[config.mk]
export PLATFORM = sky130hd
export DESIGN_NAME = fifo_param
export DESIGN_NICKNAME = d
export VERILOG_FILES = /design/src/rtl/fifo_pkg.sv /design/src/rtl/fifo_mem.sv /design/src/rtl/fifo_param.sv
export SDC_FILE = /design/constraint.sdc
export NUM_CORES = 1
export LEC_CHECK = 0
export BUFFER_PORTS_ARGS = -buffer_cell sky130_fd_sc_hd__clkbuf_2
export CAP_MARGIN = 20
export CELL_PAD_IN_SITES_DETAIL_PLACEMENT = 1
export CELL_PAD_IN_SITES_GLOBAL_PLACEMENT = 1
export CORE_MARGIN = 8
export CORE_UTILIZATION = 57
export DETAILED_ROUTE_END_ITERATION = 16
export GPL_TIMING_DRIVEN = 1
export PLACE_DENSITY_LB_ADDON = 0.1
export SETUP_SLACK_MARGIN = 0.05
export SYNTH_ARGS = -nofsm -noshare
export SYNTH_HDL_FRONTEND = slang
export SYNTH_SLANG_ARGS = --single-unit
[constraint.sdc]
create_clock -name clk -period 6 [get_ports clk]
set_clock_uncertainty 0.05 [all_clocks]
set_input_delay 0.3 -clock clk [delete_from_list [all_inputs] [get_ports clk]]
set_output_delay 0.3 -clock clk [all_outputs]
set_load 0.02 [all_outputs]
[src/rtl/fifo_pkg.sv]
// -----------------------------------------------------------------------------
// fifo_pkg
// Purpose : Shared constants and helpers for the parameterised FIFO slice.
//           Holds the default data width and depth and a function that sizes
//           the read/write pointers. No types are shared between files.
// Contents:
//    DEFAULT_WIDTH - default data word width in bits
//    DEFAULT_DEPTH - default number of entries (power of two)
//    ptr_width()   - pointer width for a given depth: address bits plus one
//                    wrap bit used to tell full from empty
// -----------------------------------------------------------------------------
package fifo_pkg;

   localparam int DEFAULT_WIDTH = 8;
   localparam int DEFAULT_DEPTH = 16;

   // The extra MSB toggles on every pass through storage, so equal low bits
   // with different MSBs means the write side is a whole lap ahead.
   function automatic int ptr_width(input int depth);
      return $clog2(depth) + 1;
   endfunction

endpackage : fifo_pkg

[src/rtl/fifo_mem.sv]
// -----------------------------------------------------------------------------
// fifo_mem
// Purpose : Storage array for fifo_param. One synchronous write port and one
//           asynchronous read port. The array has no reset so that it maps
//           onto plain RAM/register-file resources.
// Ports   :
//    clk      in   sole clock, writes on rising edge
//    wr_en    in   write strobe (already qualified by the controller)
//    wr_addr  in   AW   write address
//    wr_data  in   WIDTH write data
//    rd_addr  in   AW   read address
//    rd_data  out  WIDTH combinational read of rd_addr
// -----------------------------------------------------------------------------
module fifo_mem #(
   parameter int WIDTH = 8,
   parameter int DEPTH = 16,
   parameter int AW    = 4
) (
   input  logic             clk,
   input  logic             wr_en,
   input  logic [AW-1:0]    wr_addr,
   input  logic [WIDTH-1:0] wr_data,
   input  logic [AW-1:0]    rd_addr,
   output logic [WIDTH-1:0] rd_data
);

   logic [WIDTH-1:0] mem [DEPTH];

   // Write port: only the controller decides whether a write is accepted,
   // so a refused write never reaches the array.
   always_ff @(posedge clk) begin
      if (wr_en) begin
         mem[wr_addr] <= wr_data;
      end
   end

   // Asynchronous read lets the controller either register the word (standard
   // mode) or present the head directly (first-word-fall-through).
   assign rd_data = mem[rd_addr];

endmodule : fifo_mem

[src/rtl/fifo_param.sv]
// -----------------------------------------------------------------------------
// fifo_param
// Purpose : Synchronous parameterised FIFO with occupancy count, almost-full /
//           almost-empty thresholds, sticky overflow/underflow flags and a
//           selectable read mode (registered read or first-word-fall-through).
// Parameters:
//    WIDTH    data word width (>=1)
//    DEPTH    number of entries (power of two, >=2)
//    AF_LEVEL count at or above which almost_full asserts
//    AE_LEVEL count at or below which almost_empty asserts
//    FWFT     0 = registered read, 1 = first-word-fall-through
// Ports   :
//    clk          in   sole clock
//    rst          in   asynchronous active-low reset
//    wr_e         in   write request
//    wr_data      in   WIDTH write data
//    rd_e         in   read request
//    rd_data      out  WIDTH read data
//    busy         out  FIFO full, writes refused
//    empty        out  FIFO holds no entries
//    almost_full  out  count >= AF_LEVEL
//    almost_empty out  count <= AE_LEVEL
//    count        out  number of stored entries, 0..DEPTH
//    overflow     out  sticky: a write was refused
//    underflow    out  sticky: a read was refused
//    clr_err      in   synchronous clear of overflow/underflow
// -----------------------------------------------------------------------------
module fifo_param
   import fifo_pkg::*;
#(
   parameter int WIDTH    = DEFAULT_WIDTH,
   parameter int DEPTH    = DEFAULT_DEPTH,
   parameter int AF_LEVEL = DEPTH - 2,
   parameter int AE_LEVEL = 2,
   parameter int FWFT     = 0
) (
   input  logic                   clk,
   input  logic                   rst,
   input  logic                   wr_e,
   input  logic [WIDTH-1:0]       wr_data,
   input  logic                   rd_e,
   output logic [WIDTH-1:0]       rd_data,
   output logic                   busy,
   output logic                   empty,
   output logic                   almost_full,
   output logic                   almost_empty,
   output logic [$clog2(DEPTH):0] count,
   output logic                   overflow,
   output logic                   underflow,
   input  logic                   clr_err
);

   localparam int PW = ptr_width(DEPTH);
   localparam int AW = PW - 1;

   localparam logic [PW-1:0] FULL_CNT = PW'(DEPTH);
   localparam logic [PW-1:0] AF_CNT   = PW'(AF_LEVEL);
   localparam logic [PW-1:0] AE_CNT   = PW'(AE_LEVEL);

   logic [PW-1:0]    wr_ptr;
   logic [PW-1:0]    rd_ptr;
   logic             wr_ok;
   logic             rd_ok;
   logic [WIDTH-1:0] mem_rd_data;

   // Status is a pure decode of the registered count, so it changes on the
   // same edge as count and never lags it.
   assign busy         = (count == FULL_CNT);
   assign empty        = (count == '0);
   assign almost_full  = (count >= AF_CNT);
   assign almost_empty = (count <= AE_CNT);

   // An operation is accepted only when the current state allows it. When
   // full, a simultaneous read still goes through but the write is refused;
   // when empty, the write goes through but the read is refused.
   assign wr_ok = wr_e & ~busy;
   assign rd_ok = rd_e & ~empty;

   // Pointers and count move only on accepted operations. Count holds on a
   // simultaneous accepted read+write since occupancy does not change.
   always_ff @(posedge clk or negedge rst) begin
      if (!rst) begin
         wr_ptr <= '0;
         rd_ptr <= '0;
         count  <= '0;
      end else begin
         if (wr_ok) begin
            wr_ptr <= wr_ptr + 1'b1;
         end
         if (rd_ok) begin
            rd_ptr <= rd_ptr + 1'b1;
         end
         case ({wr_ok, rd_ok})
            2'b10:   count <= count + 1'b1;
            2'b01:   count <= count - 1'b1;
            default: count <= count;
         endcase
      end
   end

   // Sticky error flags. A refusal in the same cycle as clr_err keeps the
   // flag set so that no error event can be lost by a concurrent clear.
   always_ff @(posedge clk or negedge rst) begin
      if (!rst) begin
         overflow  <= 1'b0;
         underflow <= 1'b0;
      end else begin
         if (wr_e && busy) begin
            overflow <= 1'b1;
         end else if (clr_err) begin
            overflow <= 1'b0;
         end
         if (rd_e && empty) begin
            underflow <= 1'b1;
         end else if (clr_err) begin
            underflow <= 1'b0;
         end
      end
   end

   fifo_mem #(
      .WIDTH (WIDTH),
      .DEPTH (DEPTH),
      .AW    (AW)
   ) u_mem (
      .clk     (clk),
      .wr_en   (wr_ok),
      .wr_addr (wr_ptr[AW-1:0]),
      .wr_data (wr_data),
      .rd_addr (rd_ptr[AW-1:0]),
      .rd_data (mem_rd_data)
   );

   generate
      if (FWFT != 0) begin : g_fwft
         // The head entry is always visible; forcing zero while empty hides
         // stale storage contents, which are never cleared.
         assign rd_data = empty ? '0 : mem_rd_data;
      end else begin : g_std
         logic [WIDTH-1:0] rd_q;

         // Capture the head word on the edge that pops it and hold it until
         // the next accepted read; refused reads leave it untouched.
         always_ff @(posedge clk or negedge rst) begin
            if (!rst) begin
               rd_q <= '0;
            end else if (rd_ok) begin
               rd_q <= mem_rd_data;
            end
         end

         assign rd_data = rd_q;
      end
   endgenerate

endmodule : fifo_param

==> flow_summary.toml <==
[route]
wl_microns = 12800
num_vias = 3012
drc = 0
postRouteAntennaNets = 0
first_iter_violations = 235
wl_per_cell_microns = 25.3
via_per_inst = 5.95
first_pass_iters = 4

[floorplan]
core_area_sq_um = 10300
rows = 37
die_y_microns = 119
die_w_microns = 119
ioPinCount = 32
start_util_pct = 58.8
die_area_sq_um = 14200

[pwr]
p_leak_uw = 0.00243
p_per_area_nw_per_um2 = 499
swShare_pct = 31.9
combPwrFrac_pct = 28.9
vdd_ir_drop_max_v = 0.000512
pwr-share-seq_pct = 41.2
net-switching-power_uw = 1100
clock_power_share_pct = 29.9
internal_power_uw = 2360

[clocking]
clockRootBuffer = "clkbuf_8"
tritoncts = "built"
cts.path.max_buffers = 2
post_cts_buffers = 0
clkTransAtPathRegs_ps = 60
cts.sinks = 151
numCtsBuffers = 17
worst_skew_pair.late_latency_ps = 520
h-tree-depth = 4

[synthesis]
yosysWarnings = 0
synth-edff-count = 128
syn_area_sq_um = 6070
synth_cell_types = 39
yosysSeqAreaShare_pct = 72.8
syn_area_per_cell_sq_um = 19.1
syn_inst = 318
synth.net_count = 339
synthFlopType = "edfxtp_1"
ys_ff_latch = 151
synthArstFlopShare_pct = 15.2

[worst_setup_path]
crit_required_ps = 6340
crit_fanout = 11
cp-start-kind = "register"
path_class = "reg -> reg"
end_kind = "register"
arrival_ps = 3510

[timing]
fmax_mhz = 316
fin_crit_sh_pct = 52.7
final_max_slew_viol_count = 0
hold_viol = 0
finalSetupViolCount = 0
grt_setup_unrepaired = "no"
hold_ws_ps = 40.1
relSlewSlack_pct = 34.2
min_period_ps = 3160
tightest_slew_ps = 983
setup_tns_ps = 0

[grt]
grt_pass1_wl_microns = 20200
grt_use_total_pct = 19.3
grt_max_degree = 35
grt_overflow = 0
grt_pass1_vias = 3334
grt_antenna_before_repair = 0

[job]
drv_cap = 0

[finish]
diodes = 0
fin_util_pct = 67.3
final_common_cell = "edfxtp_1"
final_cell_mix = "edfxtp_1, mux4_2, clkbuf_2"
nets = 378
areaGrowthSynthToFinish_pct = 14.4
fin_area_sq_um = 6950
regArea_sq_um = 4420
multi_input_area_sq_um = 1540
drive_gt1_share_pct = 28.9
fillers = 848

[hold_path]
hp-class = "in -> reg"

[run_status]
status = "completed"

[placed_design]
finalWeightedCongestion = 0.766
dp.final_hpwl_microns = 7980
post_dp_cell_area_sq_um = 6340
portBuffers = 31
[per-stage QoR]
| stage | power, uW | std cells | setup slack (ps) |
|---|---|---|---|
| after floorplan | 2150 | 318 | 3220 |
| after global placement | 2410 | 471 | 2980 |
| after detailed placement | 2440 | 471 | 2850 |
| after CTS | 3490 | 506 | 2850 |
| after global routing | 3600 | 506 | 2600 |
| final | 3460 | 506 | 2840 |
[registers in the layout, summed over array words and instances, names as in the netlist]
| register | count |
|---|---|
| u_mem.mem | 128 |
| rd_data | 8 |
| overflow | 1 |
| rd_ptr | 4 |
| wr_ptr | 4 |
| underflow | 1 |
| count | 5 |
[area by class of cell]
cell class / instances / share of cell area (%)
Sequential cell: 151 / 63.6
Multi-Input combinational cell: 142 / 22.1
Clock buffer: 20 / 6.12
Timing Repair Buffer: 39 / 3.21
Tap cell: 136 / 2.45
Clock inverter: 12 / 2.20
Inverter: 6 / 0.324
[synth_stat cells, types with 5 or more instances]
cell type,n,area (sq um)
mux2i_1,16,160
mux4_2,32,721
nor2_1,14,52.6
ha_1,8,100
dfrtp_1,23,576
xor2_1,6,52.6
clkbuf_1,6,22.5
xnor2_1,7,61.3
inv_1,5,18.8
o221ai_1,7,61.3
edfxtp_1,128,3840
nand2_1,18,67.6
buf_2,5,25.0
[worst paths after layout]
kind                            cells after the start  startpoint  slack, ps         end
worst max register to register                     10    count[1]       2840    count[4]
max in group asynchronous                           2         rst       5260   wr_ptr[1]
worst min-delay path                                3     clr_err         40   underflow
worst min register to register                      2  rd_data[1]        450  rd_data[1]
min in group asynchronous                           2         rst        260   underflow
worst max-delay path                               10    count[1]       2840    count[4]
[timing repair]
item                       4_1_cts  5_1_grt
setup endpoints to repair        0        0
hold buffers                     3        0
hold endpoints to repair        25        0
resized for setup                0        0
[critical path: stages (launching register included)]
cell	delay (ps)
dfrtp_1	490
or4_4	590
o21ai_2	420
inv_2	170
ha_1	350
xor2_1	180
ha_1	230
and3b_1	160
o21ai_0	150
a21oi_1	100
xor2_1	140
[cell families after synthesis]
family | synth area share [%]
AO/OA/AOI/OAI | 3.01
XOR/XNOR | 1.88
adder cells (fa/ha/maj) | 1.65
buffers and inverters | 2.08
flip-flops | 72.8
multiplexers | 14.7
AND/OR/NAND/NOR | 3.90
[per-layer routing]
metal	GRT usage, %	wire [microns]
met1	24.6	5380
met2	32.0	6590
met4	7.51	182
met5	0	0
met3	3.97	654
[power groups by stage]
stage | sequential (uW) | clock, uW | combinational, uW
global placement | 1430 | 0 | 978
CTS | 1430 | 1050 | 1020
floorplan | 1430 | 0 | 714
global route | 1450 | 1070 | 1080
finish | 1430 | 1030 | 1000
detailed placement | 1440 | 0 | 998
Power figures use the tool's default switching activity.
